--- src/rtl/mem_arb_pkg.sv ---
// Shared types for the CPU/debug memory port arbiter: FSM states, port ids,
// and the reset value of the round-robin history.
package mem_arb_pkg;

   typedef enum logic [1:0] {
      IDLE  = 2'd0,
      GRANT = 2'd1,
      DONE  = 2'd2
   } arb_state_t;

   typedef enum logic {
      PORT_CPU = 1'b0,
      PORT_DBG = 1'b1
   } port_id_t;

   // Debug counts as most recently served out of reset, so the CPU wins the first tie.
   localparam port_id_t LAST_RST = PORT_DBG;

endpackage

--- src/rtl/rr_pick2.sv ---
// Combinational two-way round-robin picker. With lock set and debug served
// last, the CPU request is masked so debug keeps the memory.
module rr_pick2
   import mem_arb_pkg::*;
(
   input  logic [1:0] i_req,
   input  port_id_t   i_last,
   input  logic       i_lock,
   output logic       o_valid,
   output port_id_t   o_winner
);

   logic [1:0] w_req;

   always_comb begin
      w_req    = i_req;
      o_winner = PORT_CPU;
      if (i_lock && (i_last == PORT_DBG)) begin
         w_req[0] = 1'b0;
      end
      o_valid = |w_req;
      if (w_req == 2'b10) begin
         o_winner = PORT_DBG;
      end else if (w_req == 2'b11) begin
         o_winner = (i_last == PORT_CPU) ? PORT_DBG : PORT_CPU;
      end
   end

endmodule

--- src/rtl/mem_port_arbiter.sv ---
// Shares one memory between the CPU MAR/MDR path and a debug/loader port,
// one access at a time. Define ARB_LOCK_EN to add the i_dbg_lock bus lock.
module mem_port_arbiter
   import mem_arb_pkg::*;
#(
   parameter int ADDR_W  = 8,
   parameter int DATA_W  = 16,
   parameter int MEM_LAT = 1
)(
   input  logic              i_clk,
   input  logic              i_rst,
   input  logic              i_cpu_req,
   input  logic              i_cpu_we,
   input  logic [ADDR_W-1:0] i_cpu_addr,
   input  logic [DATA_W-1:0] i_cpu_wdata,
   output logic              o_cpu_ack,
   output logic [DATA_W-1:0] o_cpu_rdata,
   input  logic              i_dbg_req,
   input  logic              i_dbg_we,
   input  logic [ADDR_W-1:0] i_dbg_addr,
   input  logic [DATA_W-1:0] i_dbg_wdata,
   output logic              o_dbg_ack,
   output logic [DATA_W-1:0] o_dbg_rdata,
`ifdef ARB_LOCK_EN
   input  logic              i_dbg_lock,
`endif
   output logic              o_mem_rw,
   output logic [ADDR_W-1:0] o_mem_addr,
   output logic [DATA_W-1:0] o_mem_data,
   input  logic [DATA_W-1:0] i_mem_data,
   output logic              o_busy
);

   localparam int CNT_W = (MEM_LAT > 1) ? $clog2(MEM_LAT) : 1;

   arb_state_t        r_state;
   arb_state_t        w_next_state;
   port_id_t          r_last;
   port_id_t          r_port;
   port_id_t          w_winner;
   logic              w_pick_valid;
   logic              w_lock;
   logic              r_we;
   logic              w_sel_we;
   logic [ADDR_W-1:0] w_sel_addr;
   logic [DATA_W-1:0] w_sel_wdata;
   logic [CNT_W-1:0]  r_cnt;
   logic              r_cpu_ack;
   logic              r_dbg_ack;
   logic              r_mem_rw;
   logic              r_busy;
   logic [ADDR_W-1:0] r_mem_addr;
   logic [DATA_W-1:0] r_mem_data;
   logic [DATA_W-1:0] r_cpu_rdata;
   logic [DATA_W-1:0] r_dbg_rdata;

`ifdef ARB_LOCK_EN
   assign w_lock = i_dbg_lock;
`else
   assign w_lock = 1'b0;
`endif

   rr_pick2 u_pick (
      .i_req    ({i_dbg_req, i_cpu_req}),
      .i_last   (r_last),
      .i_lock   (w_lock),
      .o_valid  (w_pick_valid),
      .o_winner (w_winner)
   );

   always_comb begin
      w_sel_we    = i_cpu_we;
      w_sel_addr  = i_cpu_addr;
      w_sel_wdata = i_cpu_wdata;
      if (w_winner == PORT_DBG) begin
         w_sel_we    = i_dbg_we;
         w_sel_addr  = i_dbg_addr;
         w_sel_wdata = i_dbg_wdata;
      end
   end

   always_ff @(posedge i_clk) begin
      if (!i_rst) begin
         r_state <= IDLE;
      end else begin
         r_state <= w_next_state;
      end
   end

   always_comb begin
      w_next_state = r_state;
      case (r_state)
         IDLE:    if (w_pick_valid) w_next_state = GRANT;
         GRANT:   if (r_cnt == '0) w_next_state = DONE;
         DONE:    w_next_state = IDLE;
         default: w_next_state = IDLE;
      endcase
   end

   // The write strobe is registered one edge early so it lands in the final GRANT cycle.
   always_ff @(posedge i_clk) begin
      if (!i_rst) begin
         r_last      <= LAST_RST;
         r_port      <= PORT_CPU;
         r_we        <= 1'b0;
         r_cnt       <= '0;
         r_cpu_ack   <= 1'b0;
         r_dbg_ack   <= 1'b0;
         r_mem_rw    <= 1'b0;
         r_busy      <= 1'b0;
         r_mem_addr  <= '0;
         r_mem_data  <= '0;
         r_cpu_rdata <= '0;
         r_dbg_rdata <= '0;
      end else begin
         r_cpu_ack <= 1'b0;
         r_dbg_ack <= 1'b0;
         r_mem_rw  <= 1'b0;
         r_busy    <= (w_next_state != IDLE);
         case (r_state)
            IDLE: begin
               if (w_pick_valid) begin
                  r_port     <= w_winner;
                  r_last     <= w_winner;
                  r_we       <= w_sel_we;
                  r_mem_addr <= w_sel_addr;
                  r_mem_data <= w_sel_wdata;
                  r_cnt      <= CNT_W'(MEM_LAT - 1);
                  r_mem_rw   <= w_sel_we && (MEM_LAT == 1);
               end
            end
            GRANT: begin
               if (r_cnt != '0) begin
                  r_cnt    <= r_cnt - CNT_W'(1);
                  r_mem_rw <= r_we && (r_cnt == CNT_W'(1));
               end else if (r_port == PORT_CPU) begin
                  r_cpu_ack <= 1'b1;
                  if (!r_we) r_cpu_rdata <= i_mem_data;
               end else begin
                  r_dbg_ack <= 1'b1;
                  if (!r_we) r_dbg_rdata <= i_mem_data;
               end
            end
            default: ;
         endcase
      end
   end

   assign o_cpu_ack   = r_cpu_ack;
   assign o_dbg_ack   = r_dbg_ack;
   assign o_cpu_rdata = r_cpu_rdata;
   assign o_dbg_rdata = r_dbg_rdata;
   assign o_mem_rw    = r_mem_rw;
   assign o_mem_addr  = r_mem_addr;
   assign o_mem_data  = r_mem_data;
   assign o_busy      = r_busy;

endmodule

--- config.mk ---
export PLATFORM = sky130hd
export DESIGN_NAME = mem_port_arbiter
export DESIGN_NICKNAME = d
export VERILOG_FILES = /design/src/rtl/mem_arb_pkg.sv /design/src/rtl/rr_pick2.sv /design/src/rtl/mem_port_arbiter.sv
export SDC_FILE = /design/constraint.sdc
export NUM_CORES = 1
export LEC_CHECK = 0
export ABC_AREA = 0
export CAP_MARGIN = 5
export CORE_MARGIN = 10
export CORE_UTILIZATION = 41
export CTS_BUF_LIST = sky130_fd_sc_hd__clkbuf_8 sky130_fd_sc_hd__clkbuf_16
export DETAILED_ROUTE_END_ITERATION = 12
export GPL_ROUTABILITY_DRIVEN = 1
export PLACE_DENSITY = 0.83
export SLEW_MARGIN = 20
export SYNTH_ARGS = -nofsm -noshare
export SYNTH_HDL_FRONTEND = slang
export SYNTH_SLANG_ARGS = --single-unit
--- constraint.sdc ---
create_clock -name i_clk -period 1.8 [get_ports i_clk]
set_clock_uncertainty 0.15 [all_clocks]
set_input_delay 0.36 -clock i_clk [delete_from_list [all_inputs] [get_ports i_clk]]
set_output_delay 0.36 -clock i_clk [all_outputs]
set_load 0.1 [all_outputs]
# == Word-level counts from Yosys, hierarchy flattened ==
# Cells that the tools add are included.
# word_totals
input_bits,70
register_bits,66
output_inout_bits,60
# op_classes
addsub,1
n_reduce_logical,10
n_bitwise,5
n_eq_ne,4
muxes,17
# op_table
operator,count
two-way mux 16 bit,1
two-way mux 1 bit,10
two-way mux 8 bit,1
AND reduction 4 bit,2
NOT 1 bit,5
"== test 2 bit, second input constant",2
two-way mux 2 bit,2
case mux 1 bit (2 select lines),2
case mux 2 bit (2 select lines),1
AND reduction 2 bit,2
nonzero test 2 bit,2
OR reduction 3 bit,1
"== test 2 x 1 -> 1 bit, second input constant",1
logical NOT 2 bit,1
"inequality test 2 x 1 -> 1 bit, second input constant",1
OR reduction 2 bit,1
logical AND 1 bit,1
"subtractor 1 bit, second input constant",1

# == Depth between registers and ports, before layout ==
# depth
depth_word,6
ltp_mapped,6
ltp_nobuf,3

# == Cells and area by module ==
# From an unflattened synthesis, not the netlist that was laid out.
# unflattened
cells_unflattened,264
hier_area_um2,2572.5
# by_module_without_submodules
module,area_per_inst_um2,n_inst,cells_each,seq_area_each_um2
mem_port_arbiter,2547.4,1,259,1301.2
rr_pick2,25.0,1,5,0.0

# == Least setup slack after synthesis ==
# Ideal clock, no wire load.
# synth_path
path_type,input-to-reg
start,input port i_cpu_req
end,register r_mem_data[10] (netlist: o_mem_data[10])
setup_time_ps,89
path_stages,6
setup_slack_ps,274
arrival_time_ps,1288
cell_sequence,or2_1 -> buf_6 -> and2_4 -> buf_6 -> buf_6 -> a311oi_2
# synth_via
elab_chain_len,4
# synth_lines
element,line,rtl
start: declaration,mem_port_arbiter.sv:12,"input logic i_cpu_req,"
== test 2 bit,rr_pick2.sv:24,end else if (w_req == 2'b11) begin
two-way mux 1 bit,rr_pick2.sv:24,
two-way mux 1 bit,rr_pick2.sv:22,if (w_req == 2'b10) begin
two-way mux 16 bit,mem_port_arbiter.sv:75,if (w_winner == PORT_DBG) begin
end signal: assignment,mem_port_arbiter.sv:127,r_mem_data <= w_sel_wdata;
end: declaration,mem_port_arbiter.sv:53,logic [DATA_W-1:0] r_mem_data;
# Several ways; a longest one is shown, not always the timed one.
# A chain may end at the register's enable or synchronous reset.

# == Final worst setup path ==
# layout_path
start,input port i_cpu_req
end,register r_mem_addr[5] (netlist: o_mem_addr[5])
# layout_via
elab_chain_len,4
# layout_lines
element,line,rtl
== test 2 bit,rr_pick2.sv:24,
two-way mux 1 bit,rr_pick2.sv:24,
two-way mux 1 bit,rr_pick2.sv:22,
two-way mux 8 bit,mem_port_arbiter.sv:75,
end signal: assignment,mem_port_arbiter.sv:126,r_mem_addr <= w_sel_addr;
end: declaration,mem_port_arbiter.sv:52,logic [ADDR_W-1:0] r_mem_addr;
# Several ways; a longest one is shown, not always the timed one.

==> impl_metrics.ini <==
[global_routing]
gr-usage-met1 = 0.1626
grt_use_met3 = 0.1110
grt_overflow = 0
grt_pass1_vias = 2809
grt_util_met2 = 0.2759
antenna_found_initial = 1
busiest_layer = met2
grt_max_degree = 57
grt_pass1_wl_um = 13740
grt_use_total = 0.1701

[final_layout]
fin_nets = 506
multi_input_area_um2 = 1227
seqCellArea_um2 = 1301
finalNonFillerCells = 518
fill_cells = 401
syn2layout_area_growth_pct = 77.50
layout-drive-gt1-share = 0.2545

[cts]
cts_tree = yes
cts_num_sinks = 65
cts_max_level = 3
clkTransAtPathRegs_ns = 0.06
postCtsSetupBuffers = 0
clk_root_buffer_cell = clkbuf_8
clockBufferDepth = 2
cts_resized = 0
clock_latency_ns = 0.33
hold_buffers = 0
numCtsBuffers = 9

[floorplanning]
dieArea_um2 = 10240
rows = 29
start_util = 0.4232
coreArea_um2 = 6386
dieWidth_um = 101.2
die_y_um = 101.2
pin_count = 130

[critical_path]
crit_path_max_fanout = 25
start_kind = input pin
r2r_slack_ns = 0.24
r2r_start = r_port
rr_endpoint = o_cpu_rdata[15]
setup.worst_path.start = i_cpu_req
ff2ff_path_depth = 4
crit_type = input pin to register
worst_setup_path_end_kind = register
cp.required_ns = 1.89
endpoint = o_mem_addr[5]
crit_arrival_ns = 1.73

[routing]
drt-initial-drc-count = 112
vias = 2733
drc = 0
wirelength_um = 8831
routedWlPerCell_um = 17.05
antenna_left = 0
dr.pass1.iters = 4
viasPerCell = 5.276

[job]
cap_violations = 0

[place]
post-place-ws_ns = -0.1896
io_buffers = 129
dp.cells = 502
hpwl_um = 6945
gp_congestion = 0.7777

[sta]
setup_violations = 0
finalCritPeriodShare = 0.9119
worst_slew_pin_slew_ns = 0.3773
maxSlewViolCount = 0
rsz0062_at_grt = false
fin_hold_ws_ns = 0.2102
worst_slew_margin_rel = 0.7485
final.setup.worst_slack_ns = 0.1585
max_freq_mhz = 609.2
finalHoldViolCount = 0
fin_crit_ns = 1.641

[power]
p_leak_uw = 0.001856
p_per_area_nw_per_um2 = 907.5
vdd_drop_max_v = 0.0006178

[synthesis]
ys_ff_latch = 65
synth_cells = 314
synth_nets = 384
synthesis.area_um2 = 2703
synth_cell_types = 29
postSynthAreaPerCell_um2 = 8.607
yosys_warnings = 0
ys_seq_area_frac = 0.4815

[worst_hold_path]
holdPathStages = 2
hp-class = input pin to register

[run_status]
status = complete, no violations
-- worst min-delay path by stage --
stage                      endpoint   start  slack (ns)
after global placement    o_cpu_ack  r_port        0.30
after detailed placement  o_cpu_ack  r_port        0.33
after CTS                    r_last   i_rst        0.20
after floorplan           o_cpu_ack  r_port        0.27
final                        r_last   i_rst        0.21
after global routing         r_last   i_rst        0.23
-- cell usage in the layout (no fill, tap or decap), types with 2 or more instances in the layout --
cell,n
nand2_1,82
dfxtp_1,65
and3_1,2
nor2_1,2
a311oi_2,19
clkinv_2,4
clkdlybuf4s50_1,68
a311oi_1,5
clkbuf_8,10
nand3_1,33
inv_1,4
buf_4,12
a21oi_1,26
buf_12,61
o21ai_1,4
o21ai_0,29
-- layer usage --
layer | routed length [µm] | vias up
met2 | 4190 | 122
met4 | 225 | 0
met1 | 3185 | 1248
met3 | 1229 | 19
met5 | 0 | -
li1 | - | 1344
-- sequential cells by signal (all words and copies together) (netlist names) --
register	cells
o_dbg_rdata	16
o_mem_rw	1
r_last	1
r_port	1
o_mem_addr	8
o_busy	1
r_state	2
o_dbg_ack	1
o_cpu_rdata	16
o_mem_data	16
r_we	1
o_cpu_ack	1
-- per-stage QoR --
step / utilization / TNS (ns) / area [µm²] / total power (µW)
5_1_grt: 0.7512 / 0 / 4797 / 4524
6_report: 0.7512 / 0 / 4797 / 4353
2_1_floorplan: - / 0 / 2703 / 2675
3_3_place_gp: 0.7255 / -2.617 / 4633 / 3339
3_5_place_dp: 0.7255 / -3.850 / 4633 / 3370
4_1_cts: 0.7508 / 0 / 4795 / 4389
-- cells in the mapped netlist --
cell type,number,area share
a21bo_2,1,0.0037
nor2_1,3,0.0042
or2_1,1,0.0023
a211oi_2,1,0.0046
nor2b_1,1,0.0023
a21oi_1,26,0.048
dfxtp_1,65,0.48
mux2i_1,1,0.0037
nand3_1,33,0.061
a311oi_2,19,0.11
buf_2,8,0.015
or4b_1,1,0.0037
a311oi_1,5,0.016
nor3_1,1,0.0019
and4bb_2,1,0.0046
and3_1,2,0.0046
o21ai_1,4,0.0074
buf_6,4,0.017
clkbuf_2,1,0.0019
buf_4,2,0.0056
clkbuf_1,12,0.017
nand2_1,82,0.11
a21boi_0,1,0.0028
o21ai_0,29,0.054
o21a_1,1,0.0028
buf_1,4,0.0056
inv_1,3,0.0042
a21boi_1,1,0.0028
and2_4,1,0.0032
-- critical path: stages --
cell,delay (ns)
clkdlybuf4s50_1,0.46
or2_1,0.30
and2_4,0.29
a311oi_1,0.31
-- power by group --
part           internal (µW)  switching (µW)
Combinational            637            1030
Sequential              1550             113
Clock                    514             510
-- kinds of logic (layout without fill, tap and decap cells) --
logic type	count (synthesis)	after routing	share of synthesized area
flops	65	65	0.4815
other cells	0	1	0
buf+inv	34	160	0.06527
compound gates	88	88	0.2477
simple gates	126	126	0.2019
mux	1	1	0.003704
-- cell type report --
class	count	share of cell area
multi-input combinational	215	0.2559
clock buffer	10	0.02869
sequential	65	0.2713
timing repair buffer	142	0.4163
antenna	1	0.0005216
clock inverter	5	0.004956
inverter	3	0.002347
tap	77	0.02008
Power figures use the tool's default switching activity.
